### config.mk
export PLATFORM = sky130hd
export DESIGN_NAME = axis_pkt_gen
export DESIGN_NICKNAME = d
export VERILOG_FILES = /design/src/rtl/axis_pkg.sv /design/src/rtl/axis_beat_counter.sv /design/src/rtl/axis_pkt_gen.sv
export SDC_FILE = /design/constraint.sdc
export NUM_CORES = 1
export LEC_CHECK = 0
export CAP_MARGIN = 40
export CORE_MARGIN = 4
export CORE_UTILIZATION = 43
export DETAILED_ROUTE_END_ITERATION = 7
export PLACE_DENSITY = 0.71
export SETUP_SLACK_MARGIN = 0.1
export SYNTH_ARGS = -nofsm -noshare
export SYNTH_HDL_FRONTEND = slang
export SYNTH_HIERARCHICAL = 1
export SYNTH_SLANG_ARGS = --single-unit
### constraint.sdc
create_clock -name clk -period 3.11 [get_ports clk]
set_clock_uncertainty 0.1 [all_clocks]
set_input_delay 0.4665 -clock clk [delete_from_list [all_inputs] [get_ports clk]]
set_output_delay 0.4665 -clock clk [all_outputs]
set_load 0.005 [all_outputs]
### src/rtl/axis_pkg.sv
// Shared AXI-Stream constants and the packet generator state type.
package axis_pkg;

  localparam int unsigned AXIS_DATA_WIDTH = 8;
  localparam int unsigned AXIS_LEN_WIDTH  = 8;

  typedef enum logic [1:0] {
    ST_IDLE = 2'd0,
    ST_SEND = 2'd1,
    ST_DONE = 2'd2
  } pkt_state_e;

endpackage

### src/rtl/axis_beat_counter.sv
// Loadable down-counter of remaining beats with a registered "one beat left" flag.
module axis_beat_counter #(
  parameter int unsigned WIDTH = 8
) (
  input  logic             clk,
  input  logic             reset,
  input  logic             load_i,
  input  logic [WIDTH-1:0] load_val_i,
  input  logic             dec_i,
  output logic             last_o
);

  logic [WIDTH-1:0] cnt_q, cnt_d;
  logic             last_q, last_d;

  // Next count; the last flag is computed ahead so it comes straight from a flop.
  always_comb begin
    cnt_d  = cnt_q;
    last_d = last_q;
    if (load_i) begin
      cnt_d  = load_val_i;
      last_d = (load_val_i == WIDTH'(1));
    end else if (dec_i) begin
      cnt_d  = cnt_q - WIDTH'(1);
      last_d = (cnt_q == WIDTH'(2));
    end
  end

  // Counter and flag registers.
  always_ff @(posedge clk) begin
    if (reset) begin
      cnt_q  <= '0;
      last_q <= 1'b0;
    end else begin
      cnt_q  <= cnt_d;
      last_q <= last_d;
    end
  end

  assign last_o = last_q;

endmodule

### src/rtl/axis_pkt_gen.sv
// AXI-Stream source of fixed-length incrementing-data packets.
module axis_pkt_gen
  import axis_pkg::*;
#(
  parameter int unsigned DATA_WIDTH = AXIS_DATA_WIDTH,
  parameter int unsigned LEN_WIDTH  = AXIS_LEN_WIDTH,
  parameter int unsigned CNT_WIDTH  = 16
) (
  input  logic                  clk,
  input  logic                  reset,
  input  logic                  start,
  input  logic [LEN_WIDTH-1:0]  pkt_len,
  input  logic [DATA_WIDTH-1:0] seed,
  output logic                  busy,
  output logic                  done,
  output logic [CNT_WIDTH-1:0]  pkt_count,
  output logic [DATA_WIDTH-1:0] m_axis_tdata,
  output logic                  m_axis_tvalid,
  input  logic                  m_axis_tready,
  output logic                  m_axis_tlast
);

  pkt_state_e            state_q, state_d;
  logic [DATA_WIDTH-1:0] data_q, data_d;
  logic                  valid_q, valid_d;
  logic                  busy_q, busy_d;
  logic                  done_q, done_d;
  logic [CNT_WIDTH-1:0]  count_q, count_d;
  logic                  load, dec, last, hs;

  assign hs = valid_q & m_axis_tready;

  axis_beat_counter #(.WIDTH(LEN_WIDTH)) u_beat_counter (
    .clk        (clk),
    .reset      (reset),
    .load_i     (load),
    .load_val_i (pkt_len),
    .dec_i      (dec),
    .last_o     (last)
  );

  // Next-state and next-output logic; every output is computed one cycle ahead
  // so the ports come directly from flops.
  always_comb begin
    state_d = state_q;
    data_d  = data_q;
    valid_d = valid_q;
    busy_d  = busy_q;
    done_d  = 1'b0;
    count_d = count_q;
    load    = 1'b0;
    dec     = 1'b0;
    case (state_q)
      ST_IDLE: begin
        if (start && (pkt_len != '0)) begin
          state_d = ST_SEND;
          data_d  = seed;
          valid_d = 1'b1;
          busy_d  = 1'b1;
          load    = 1'b1;
        end
      end
      ST_SEND: begin
        if (hs) begin
          data_d = data_q + DATA_WIDTH'(1);
          dec    = 1'b1;
          if (last) begin
            state_d = ST_DONE;
            valid_d = 1'b0;
            done_d  = 1'b1;
            count_d = count_q + CNT_WIDTH'(1);
          end
        end
      end
      ST_DONE: begin
        state_d = ST_IDLE;
        busy_d  = 1'b0;
      end
      default: begin
        state_d = ST_IDLE;
        valid_d = 1'b0;
        busy_d  = 1'b0;
      end
    endcase
  end

  // State and output registers.
  always_ff @(posedge clk) begin
    if (reset) begin
      state_q <= ST_IDLE;
      data_q  <= '0;
      valid_q <= 1'b0;
      busy_q  <= 1'b0;
      done_q  <= 1'b0;
      count_q <= '0;
    end else begin
      state_q <= state_d;
      data_q  <= data_d;
      valid_q <= valid_d;
      busy_q  <= busy_d;
      done_q  <= done_d;
      count_q <= count_d;
    end
  end

  assign m_axis_tdata  = data_q;
  assign m_axis_tvalid = valid_q;
  assign m_axis_tlast  = last;
  assign busy          = busy_q;
  assign done          = done_q;
  assign pkt_count     = count_q;

endmodule

* Yosys cells after proc, flatten, opt, wreduce, memory -nomap -nowiden
Cells that the tools add are included.
** Storage, ports and cells
- Flip-flop bits (word level) :: 38
- Bits of input ports :: 20
- Output and inout bits :: 28
- Word-level logic and storage cells :: 54
** Cells by class
- Add/sub/neg operators :: 3
- Equal/unequal tests :: 7
- Mux-type cells :: 21
- Bitwise gates (word level) :: 4
- Reductions and logical operators :: 11
** Operator list (number)
- $mux W8 :: 4
- $add A16 B1 Y16 const B :: 1
- $pmux W8 S2 :: 1
- $mux W1 :: 10
- $reduce_and A3 Y1 :: 3
- $add A8 B1 Y8 const B :: 1
- $eq A8 B1 Y1 const B :: 1
- $eq A8 B2 Y1 const B :: 1
- $reduce_bool A8 Y1 :: 1
- $sub A8 B1 Y8 const B :: 1
- $mux W2 :: 3
- $ne A2 B2 Y1 const B :: 2
- $pmux W2 S2 :: 1
- $reduce_and A4 Y1 :: 1
- $reduce_bool A2 Y1 :: 2
- $not A1 Y1 :: 3
- $pmux W1 S3 :: 1
- $reduce_or A3 Y1 :: 1
- $eq A2 B1 Y1 const B :: 1
- $eq A2 B2 Y1 const B :: 1
- $logic_not A2 Y1 :: 1
- $ne A2 B1 Y1 const B :: 1
- $pmux W1 S2 :: 1
- $reduce_and A2 Y1 :: 1
- 2 further kinds :: 2

* Logic depth before layout (Yosys ltp)
Gate-level depths: netlist (run 1).
- Depth after elaboration :: 5
- Depth in mapped cells :: 8

* Hierarchy
The synthesis (run 1) kept the hierarchy.
** Modules (own cells, without submodules)
- axis_pkt_gen :: times used 1, cells an instance 181, area an instance 1472.7 sq um, seq. area each 580.6 sq um
- axis_beat_counter :: times used 1, cells an instance 61, area an instance 515.5 sq um, seq. area each 180.2 sq um

* Worst setup path after synthesis (run 1)
OpenSTA, ideal clock, no wires.
- Kind :: input to register
- Start point :: input pkt_len[5]
- End point :: register u_beat_counter.cnt_q[5]
- Setup time :: 91 ps
- Arrival time :: 2196 ps
- Path slack :: 723 ps
- Stages on the path :: 8
- Buffers on the path :: 2
- Path through :: or4_1 > o211ai_1 > inv_1 > clkbuf_1 > inv_1 > clkbuf_1 > nor2_1 > a311oi_1
** Between the ends
- Word-level cells in the longest chain between the ends :: 5
- Elaborated cells on any way between the ends :: 6
** RTL lines
- start: declaration :: RTL line axis_pkt_gen.sv:12 : input logic [LEN_WIDTH-1:0] pkt_len,
- $reduce_bool A8 Y1 * :: RTL line axis_pkt_gen.sv:55 : if (start && (pkt_len != '0)) begin
- $logic_and A1 B1 Y1 * :: RTL line axis_pkt_gen.sv:55
- $mux W1 * :: RTL line axis_pkt_gen.sv:55
- $mux W1 * :: RTL line axis_pkt_gen.sv:53 : case (state_q)
- via load :: RTL line axis_pkt_gen.sv:29 : logic load, dec, last, hs;
- $mux W8 / $reduce_bool A2 Y1 (equally long branches)
- end signal: assignment :: RTL line axis_beat_counter.sv:35 : cnt_q <= cnt_d;
- end: declaration :: RTL line axis_beat_counter.sv:13 : logic [WIDTH-1:0] cnt_q, cnt_d;
Mark *: on every way through the listed nets, which the timed path passes. The rest lies on a longest branch.
A chain may end at the register's enable or synchronous reset.

* Worst setup path after layout (run 1)
- Start point :: input pkt_len[1]
- End point :: register u_beat_counter.last_q, in the netlist u_beat_counter/last_o
** Between the ends
- Word-level cells in the longest chain between the ends :: 5
- Elaborated cells on any way between the ends :: 7
** RTL lines
- $reduce_bool A8 Y1 * :: RTL line axis_pkt_gen.sv:55
- $logic_and A1 B1 Y1 * :: RTL line axis_pkt_gen.sv:55
- $mux W1 * :: RTL line axis_pkt_gen.sv:55
- $mux W1 * :: RTL line axis_pkt_gen.sv:53
- via load :: RTL line axis_pkt_gen.sv:29
- $mux W1 / $reduce_bool A2 Y1 (equally long branches)
- end signal: assignment :: RTL line axis_beat_counter.sv:36 : last_q <= last_d;
- end: declaration :: RTL line axis_beat_counter.sv:14 : logic last_q, last_d;
Marked as above.

==> qor.yml, run 1 <==
yosys:
  post-synth-top-count-cell: "dfxtp_1"
  yosysSeqAreaShare_pct: 38.3
  synth.area.top_cells: "dfxtp_1 (38%), a21oi_1 (6.8%), or4_1 (4.2%)"
  synth_top_family_by_area: "simple AND/OR/NAND/NOR gates"
  yosys.area_share.xor_xnor_pct: 3.96
  synth_edf_count: 0
  yosysTopAreaCellShare_pct: 38.3
  synthSimpleGateAreaFrac_pct: 28.1
  syn_area_per_cell_sq_um: 8.22
  synth-adder-area-share_pct: 2.52
  synth_compound_area_share_pct: 21.1
  synthCells: 242
  yosys-top-cells-count: "dfxtp_1 (38), a21oi_1 (27), nor2_1 (19)"
  synth_top_cell_by_area: "dfxtp_1"
  synth_flop_cell: "dfxtp_1"
  yosys_warnings: 6
  synth_area_sq_um: 1990
  async_flop_share_pct: 0
  synth.area.mux_share_pct: 0
  ys_ff_latch: 38
  synthesis.nets: 266
  yosysUniqueCellTypes: 42
timing:
  report.final.slew_viol_count: 0
  fmax_mhz: 422
  slew_headroom_pct: 55.8
  setup_viol: 0
  fin_tns_setup_ps: 0
  fin_crit_sh_pct: 76.2
  rsz0062_at_grt: "false"
  finalCriticalPeriod_ps: 2370
  hold_viol_final: 0
  tightest_slew_ps: 661
setup_path:
  cp.arrival_ps: 2460
  worstSetupPathType: "input pin to register"
  cp-start-kind: "input pin"
  slowest_stage: "or4_1"
  cpMostUsedCell: "inv_1"
  cp-startpoint: "pkt_len[1]"
  cp_max_fo: 13
  r2r-start: "state_q[1]$_SDFFE_PP0P_"
  crit_required_ps: 3190
  critPathMaxStageDelay_ps: 540
  end_kind: "register"
  crit_chain: "clkdlybuf4s50_1 -> or4_1 -> o211ai_1 -> inv_1 -> inv_1 -> a41oi_1 -> a211oi_1"
die:
  start_util_pct: 45.0
  rows: 24
  die_area_sq_um: 5780
  die_x_um: 76.0
  io_pins: 48
  die_h_um: 76.0
  core_sq_um: 4410
clock_tree:
  hold_buffers: 0
  clock_tree.root_cell: "clkbuf_8"
  path_clk_slew_ps: 80
  postCtsSetupBuffers: 0
  cts_tree: "built"
  cts_sinks: 38
  cts_max_level: 2
  cts_resized: 0
  cts_buffers: 5
  clk_path_buf_depth: 2
  clkLatencyLatePin_ps: 280
detailed_routing:
  via_count: 1949
  drt_pass1_iterations: 4
  ant_nets: 0
  routed_wl_um: 4860
  vias_per_cell: 5.72
  routed-wl-met2_um: 2250
  met3_length_um: 265
  wl_per_cell_um: 14.2
  drt_iter0_drc: 131
  top_layer: "met4"
  met1Wirelength_um: 2300
  drc_errors: 0
grt:
  overflow: 0
  antenna_found_initial: 0
  track_usage_pct: 16.8
  grt_pass1_vias: 1844
  grt_pass1_wl_um: 8440
  grt_max_degree: 26
placement:
  globalplace.congestion: 0.879
  hpwl_um: 3530
  portBuffers: 47
  placed_cell_area_sq_um: 2500
finish:
  final_cell_area_sq_um: 2640
  regArea_sq_um: 761
  drive_gt1_share_pct: 5.54
  syn2layout_area_growth_pct: 32.8
  multi_input_area_sq_um: 1110
  fin_util_pct: 59.8
  n_fill_cell: 400
  diodes: 0
  final_nets: 312
hold_path:
  hold_path_class: "register to register"
  min-delay-start: "pkt_count[15]$_SDFFE_PP0P_"
pwr:
  leakagePower_uw: 0.000878
  vdd_drop_max_uv: 308
  powerDensity_nw_per_um2: 458
run:
  cap_violations: 0
status:
  status: "completed"
final cells by class:
| type | instances | area share [%] |
|---|---|---|
| Sequential cell | 38 | 28.8 |
| Inverter | 11 | 1.56 |
| Tap cell | 52 | 2.46 |
| Clock buffer | 6 | 3.13 |
| Timing Repair Buffer | 54 | 19.8 |
| Clock inverter | 2 | 2.27 |
| Multi-Input combinational cell | 178 | 41.9 |
placed cells by master, fill, tap and decap left out, drive strengths merged, types with 7 or more instances in the layout:
| master | count |
|---|---|
| dfxtp | 38 |
| a21oi | 27 |
| buf | 7 |
| nor2 | 19 |
| or4 | 12 |
| inv | 11 |
| nand2 | 18 |
| nand2b | 8 |
| or3 | 7 |
| nand3 | 7 |
| o31ai | 8 |
| clkdlybuf4s50 | 47 |
path summary, 6_finish.rpt:
| path | end | slack (ps) | cells after the start |
|---|---|---|---|
| worst min register to register | pkt_count[15]$_SDFFE_PP0P_ | 380 | 2 |
| worst min-delay path | pkt_count[15]$_SDFFE_PP0P_ | 380 | 2 |
| worst max-delay path | u_beat_counter/last_o$_SDFFE_PP0P_ | 740 | 7 |
| worst max register to register | u_beat_counter/cnt_q[7]$_SDFFE_PP0P_ | 990 | 5 |
stage by stage:
step / hold slack [ps] / total power (uW) / setup slack (ps) / std cells
final: 382 / 1210 / 739 / 341
after global routing: 411 / 1260 / 611 / 341
after CTS: 387 / 1220 / 788 / 341
after detailed placement: 375 / 704 / 497 / 333
after global placement: 359 / 703 / 560 / 333
after floorplan: 366 / 627 / 723 / 242
where the power goes:
group / internal [uW] / switching (uW) / leakage [uW]
sequential: 508 / 25.8 / 0.000310
clock: 342 / 172 / 0.0000714
combinational: 83.2 / 77.1 / 0.000496
total: 934 / 275 / 0.000878
sequential cells by signal (all words and copies together), names as in the netlist:
name and count:
busy 1, done 1, m_axis_tdata 8, m_axis_tvalid 1, pkt_count 16, state_q 2
u_beat_counter/cnt_q 8, u_beat_counter/last_o 1
worst max-delay path, delay by kind of cell:
family,cells,cell delay (ps)
simple gates,1,540
compound gates,3,630
buf+inv,3,810
layer usage:
layer  vias to the layer above  track usage, %
met3                         6            3.78
met2                        56            26.5
li1                        993               -
met1                       894            23.0
met4                         0            4.80
met5                         -               0
kinds of logic after synthesis:
family	Yosys count
adders and majority gates	4
xor gates and xnor gates	9
DFF	38
AOI/OAI and AO/OA	65
and+or+nand+nor	100
buffers and inverters	26
Note: power is estimated with default switching activity, not from simulation.
==> run 2, diff against run 1 <==
--- a/config.mk
+++ b/config.mk
@@ -9,7 +9,7 @@
 export CORE_MARGIN = 4
 export CORE_UTILIZATION = 43
 export DETAILED_ROUTE_END_ITERATION = 7
-export PLACE_DENSITY = 0.71
+export PLACE_DENSITY = 0.74
 export SETUP_SLACK_MARGIN = 0.1
 export SYNTH_ARGS = -nofsm -noshare
 export SYNTH_HDL_FRONTEND = slang
==> constraint.sdc (replaced) <==
create_clock -name clk -period 2.1 [get_ports clk]
set_clock_uncertainty 0.1 [all_clocks]
set_input_delay 0.315 -clock clk [delete_from_list [all_inputs] [get_ports clk]]
set_output_delay 0.315 -clock clk [all_outputs]
set_load 0.005 [all_outputs]
==> run 2 against run 1 <==
  * Via count rose by 11%
  * First-iteration DRC count grew 6.9%
  * Sequential share of layout area decreased by 2.3 points
  * Setup slack lost 570 ps
  * Non-clock buffer count increased by 27
  * Final area up 10%
  * Wire length increased by 14%
  * Largest cell class unchanged
  * Critical endpoint unchanged
  * Combinational power up 86%
  * Global-route usage increased by 1.7 points
  * Clock power increased by 4%
==> qor.yml, run 2 (synthesized netlist as in run 1, its figures left out) <==
die:
  die_area_sq_um: 5780  # unchanged
  die_h_um: 76.0  # unchanged
  core_sq_um: 4410  # unchanged
  rows: 24  # unchanged
  start_util_pct: 45.0  # unchanged
  io_pins: 48  # unchanged
  die_x_um: 76.0  # unchanged
pwr:
  seqPwrFrac_pct: 48.9  # was 44.2%
  p_int_uw: 1180  # was 934 uW
  switchingPower_uw: 440  # was 275 uW
  leakagePower_uw: 0.00106  # was 0.000878 uW
  power_frac_comb_pct: 18.3  # was 13.3%
  vdd_drop_max_uv: 488  # was 308 uV
  p_sw_share_pct: 27.1  # was 22.8%
  clkPwrFrac_pct: 32.8  # was 42.6%
  powerDensity_nw_per_um2: 559  # was 458 nW/um^2
grt:
  grt_max_degree: 29  # was 26
  track_usage_pct: 18.5  # was 16.8%
  grt_pass1_wl_um: 9070  # was 8440 um
  grt_pass1_vias: 1980  # was 1844
  overflow: 0  # unchanged
  antenna_found_initial: 0  # unchanged
timing:
  finalCriticalPeriod_ps: 1930
  setup_viol: 0  # unchanged
  fin_crit_sh_pct: 92.1
  rsz0062_at_grt: "true"  # was false
  tightest_slew_ps: 535  # was 661 ps
  slew_headroom_pct: 64.0  # was 55.8%
  hold_viol_final: 0  # unchanged
  fmax_mhz: 517
  report.final.slew_viol_count: 0  # unchanged
finish:
  drive_gt1_share_pct: 18.9  # was 5.54%
  n_fill_cell: 395  # was 400
  syn2layout_area_growth_pct: 46.0  # was 32.8%
  layout_commonest_cell: "clkdlybuf4s50_1"  # unchanged
  fin_util_pct: 65.8  # was 59.8%
  diodes: 0  # unchanged
  final_cell_area_sq_um: 2900  # was 2640 sq um
  final_nets: 340  # was 312
  largest_reg_flops: 16  # unchanged
  mostFrequentLayoutCells: "clkdlybuf4s50_1 (40), dfxtp_1 (34), buf_4 (31), a21oi_1 (26)"  # was clkdlybuf4s50_1 (47), dfxtp_1 (38), a21oi_1 (27), nor2_1 (19), nand2_1 (18)
run:
  cap_violations: 0  # unchanged
clock_tree:
  cts_sinks: 38  # unchanged
  path_clk_slew_ps: 80  # about the same
  cts_max_level: 2  # unchanged
  cts_buffers: 5  # unchanged
  clk_path_buf_depth: 2  # unchanged
  clkLatencyLatePin_ps: 290  # was 280 ps
  clock_tree.root_cell: "clkbuf_8"  # unchanged
  cts_tree: "built"  # unchanged
setup_path:
  worstSetupPathType: "input pin to register"  # unchanged
  crit_required_ps: 2180  # was 3190 ps
  cp_max_fo: 8  # was 13
  cp-start-kind: "input pin"  # unchanged
  end_kind: "register"  # unchanged
  cp.arrival_ps: 2010  # was 2460 ps
placement:
  globalplace.congestion: 0.861  # was 0.879
  portBuffers: 47  # unchanged
  placed_cell_area_sq_um: 2690  # was 2500 sq um
  hpwl_um: 3810  # was 3530 um
detailed_routing:
  wl_per_cell_um: 15.0  # was 14.2 um
  drt_iter0_drc: 140  # was 131
  ant_nets: 0  # unchanged
  routed_wl_um: 5530  # was 4860 um
  drt_pass1_iterations: 4  # unchanged
  vias_per_cell: 5.87  # was 5.72
  drc_errors: 0  # unchanged
  via_count: 2166  # was 1949
hold_path:
  hold_path_class: "input pin to register"  # was register to register
status:
  status: "completed"  # unchanged
run 2: area by class of cell:
type | instances | area (sq um) | share of cell area (%)
multi-input combinational | 179 | 1170 | 40.4
tap | 52 | 65.1 | 2.24
sequential | 38 | 768 | 26.5
clock inverter | 1 | 5.00 | 0.172
timing repair buffer | 81 | 759 | 26.2
inverter | 11 | 46.3 | 1.59
clock buffer | 7 | 86.3 | 2.97
run 2: power by group through the flow:
stage / Clock, uW / Combinational (uW) / Sequential [uW]
4_1_cts: 534 / 272 / 790
2_1_floorplan: 0 / 139 / 800
3_3_place_gp: 0 / 264 / 807
6_report: 532 / 297 / 792
3_5_place_dp: 0 / 270 / 807
5_1_grt: 578 / 326 / 798
run 2: metrics by stage:
stage | worst slack [ps] | hold slack (ps) | cells | total power [uW] | TNS, ps
final | 166 | 341 | 369 | 1620 | 0
after global routing | 88.9 | 359 | 369 | 1700 | 0
after CTS | 58.0 | 381 | 363 | 1600 | 0
after detailed placement | -311 | 365 | 354 | 1080 | -6000
after global placement | -257 | 358 | 354 | 1070 | -5110
after floorplan | 101 | 358 | 242 | 939 | 0
run 2: path summary, 6_finish.rpt:
path                                start                              endpoint  slack, ps  cells past startpoint
setup / recovery               pkt_len[1]    u_beat_counter/last_o$_SDFFE_PP0P_        170                      8
setup reg to reg  state_q[1]$_SDFFE_PP0P_  u_beat_counter/cnt_q[5]$_SDFFE_PP0P_        190                      5
hold / removal                 pkt_len[7]  u_beat_counter/cnt_q[7]$_SDFFE_PP0P_        340                      4
hold reg to reg         busy$_SDFFE_PP0P_                     busy$_SDFFE_PP0P_        380                      2
run 2: metal layers:
metal,up-vias,track usage [%],part of all wire (%)
li1,1059,-,-
met1,1032,24.9,47
met2,71,28.9,47
met3,4,4.85,5.6
met4,0,5.52,0.76
met5,-,0,0
run 2: repair_timing:
item	in CTS	in global routing
gates cloned	1	0
hold buffers	0	0
pin swaps	2	6
endpoints found under the setup margin	22	19
gates resized for setup	5	21
buffers inserted	0	6
endpoints found under the hold margin	0	0
run 2: critical path: stages:
cell	delay [ps]
clkdlybuf4s50_1	410
or4_4	420
o211ai_1	250
inv_2	160
buf_6	140
nor2b_2	160
nand3_1	90
a211oi_2	60
==> RTL change (settings of run 1) <==
Take the reset off `data_q` and load it in a clocked block of its own.
--- a/src/rtl/axis_pkt_gen.sv
+++ b/src/rtl/axis_pkt_gen.sv
@@ -89,5 +89,4 @@
     if (reset) begin
       state_q <= ST_IDLE;
-      data_q  <= '0;
       valid_q <= 1'b0;
       busy_q  <= 1'b0;
@@ -96,5 +95,4 @@
     end else begin
       state_q <= state_d;
-      data_q  <= data_d;
       valid_q <= valid_d;
       busy_q  <= busy_d;
@@ -102,4 +100,8 @@
       count_q <= count_d;
     end
+  end
+
+  always_ff @(posedge clk) begin
+    data_q <= data_d;
   end
 
Behaviour: not the same (a bounded check fails within 4 cycles, from zero or initial values and one cycle with reset high).
==> RTL change against run 1 <==
Worst setup slack better by 0.012 ns. Combinational power down 10%. Wire length down 15%. Final area down 5.5%. Sequential cell count unchanged. Clock power down 37%. Non-clock buffer count down 4. Power down 15%. Global-route usage down 1.3 points. Area after synthesis down 4.2%. Critical endpoint is now u_beat_counter/cnt_q[5]$_SDFFE_PP0P_. Largest cell class unchanged. Largest power group unchanged. Highest routed layer unchanged.
==> RTL change: results (changes against run 1) <==
Min path
  – Min-Delay Path Class: flop to flop

Placed design
  – Inst Count DP: 303 (-9.0%)
  – Post-place setup slack: 0.4340 ns (-0.06279 ns)
  – Dpl cell area: 0.002410 sq mm (-3.5%)
  – Post-DP HPWL: 3113 um (-12%)
  – GP Congestion: 0.8541 (-2.8%)

Drt
  – Vias per cell: 5.273 (-7.7%)
  – First-pass iteration count of the detailed router: 5 (+1)
  – Wirelength per Cell: 13.23 um (-7.1%)
  – Iteration-0 DRC Markers: 93 (-29%)

Yosys
  – Synthesized net count: 236 (-11%)
  – Synth cell types: 41 (-2.4%)
  – Synth area leaders: dfxtp_1 (32%), edfxtp_1 (13%), xnor2_1 (6.0%), nor2_1 (4.1%), nand2_1 (3.3%)
  – Number of synthesized flops with an enable pin: 8 (+8)
  – Post-synthesis sequential area ratio: 0.4412 (+0.05860)
  – Mean Syn Cell Area: 8.989 sq um (+9.4%)
  – Top post-synthesis cells by count: dfxtp_1 (30), nor2_1 (21), nand2_1 (17)
  – Synth warn: 6 (unchanged)

Critical path
  – Worst path arrival time: between 2 and 2.5 ns
  – Origin of the worst setup path: m_axis_tready
  – Crit-path max FO: 9 (-4)
  – Critical path endpoint: u_beat_counter/cnt_q[5]$_SDFFE_PP0P_
  – FF-to-FF Start: state_q[0]$_SDFFE_PP0P_
  – Worst path slowest cell: clkdlybuf4s50_1
  – CP top delay family: simple AND/OR/NAND/NOR gates
  – Reg2Reg Depth: 5 (unchanged)
  – Worst path max stage delay: 0.50 ns (-0.04 ns)
  – RR Endpoint: u_beat_counter/cnt_q[5]$_SDFFE_PP0P_

Power and ir drop
  – VDD IR max: 0.2792 mV (-9.5%)
  – Static Leak: 0.8866 nW (+1.0%)

Cells and area
  – Fillers: 396 (-1.0%)
  – Fin nets: 284 (-9.0%)
  – Diodes inserted: 0 (unchanged)
  – Non-Filler Instances: 311 (-8.8%)
  – Share of layout cells above drive strength 1: 0.06513 (+0.009771)

Timing
  – Max frequency: 423.9 MHz (+0.49%)
  – Tightest Pin Transition: 0.6416 ns (-0.01966 ns)

Clock tree
  – # Post-CTS Setup Buffers: 0 (unchanged)
  – Clk_lat worst skew: ~0.29 ns

Global routing
  – Total Routing Usage GR: 0.1555 (-0.01298)
  – Largest net degree at the start of global routing: 22 (-15%)
  – First-pass GRT wire length: 6541 um (-22%)
  – Vias in the first global route: 1467 (-20%)

Run status
  – Status: complete, no violations
-- RTL change: changes by cell type after synthesis, moves of 5 or more --
cell,run 1,this run
a21oi_1,27,12
or4_1,11,1
dfxtp_1,38,30
edfxtp_1,0,8
o31ai_1,8,1
xnor2_1,6,13
o21ai_0,6,11
or3_1,7,2
-- RTL change: power by group --
| part | switching, W | internal, W |
|---|---|---|
| sequential | 0.0000266 | 0.000532 |
| clock | 0.000172 | 0.000153 |
| combinational | 0.0000654 | 0.0000786 |
-- RTL change: cell type report --
| class | count | share of cell area |
|---|---|---|
| Clock inverter | 3 | 0.006520 |
| Timing Repair Buffer | 50 | 0.1976 |
| Tap cell | 50 | 0.02508 |
| Clock buffer | 5 | 0.02758 |
| Multi-Input combinational cell | 152 | 0.3867 |
| Inverter | 13 | 0.01956 |
| Sequential cell | 38 | 0.3370 |
-- RTL change: logic make-up (layout without fill, tap and decap cells) --
group / count (synthesis) / count (layout) / share of synthesized area
flip-flops: 38 / 38 / 0.4412
XOR/XNOR: 20 / 20 / 0.09192
multiplexers: 1 / 1 / 0.005909
AND/OR/NAND/NOR: 90 / 90 / 0.2633
adder cells (fa/ha/maj): 4 / 4 / 0.02627
buffers and inverters: 22 / 71 / 0.05252
AO/OA/AOI/OAI: 37 / 37 / 0.1189
-- RTL change: worst reg2reg max path: stages, from the launching register on --
cell	delay, ns
dfxtp_1	0.44
nand4b_1	0.15
inv_1	0.21
or4b_1	0.49
or4_1	0.41
a311oi_1	0.24
-- RTL change: how the worst min path moves through the flow --
stage	from	end	slack [ns]	cells after the start
3_3_place_gp	busy$_SDFFE_PP0P_	busy$_SDFFE_PP0P_	0.38	2
6_report	busy$_SDFFE_PP0P_	busy$_SDFFE_PP0P_	0.38	2
3_5_place_dp	busy$_SDFFE_PP0P_	busy$_SDFFE_PP0P_	0.38	2
2_1_floorplan	busy$_SDFFE_PP0P_	busy$_SDFFE_PP0P_	0.36	2
5_1_grt	busy$_SDFFE_PP0P_	busy$_SDFFE_PP0P_	0.41	2
4_1_cts	busy$_SDFFE_PP0P_	busy$_SDFFE_PP0P_	0.39	2
-- RTL change: per-layer routing --
| metal | wire [um] | vias to the layer above | track usage |
|---|---|---|---|
| li1 | - | 850 | - |
| met1 | 1918 | 729 | 0.1977 |
| met2 | 1864 | 53 | 0.2410 |
| met3 | 285 | 8 | 0.05811 |
| met4 | 46 | 0 | 0.05731 |
| met5 | 0 | - | 0 |
-- RTL change: stage by stage --
| step | hold slack, ns | utilization |
|---|---|---|
| after global routing | 0.4069 | 0.6021 |
| after floorplan | 0.3633 | - |
| final | 0.3823 | 0.6021 |
| after global placement | 0.3794 | 0.5815 |
| after CTS | 0.3873 | 0.6021 |
| after detailed placement | 0.3752 | 0.5815 |
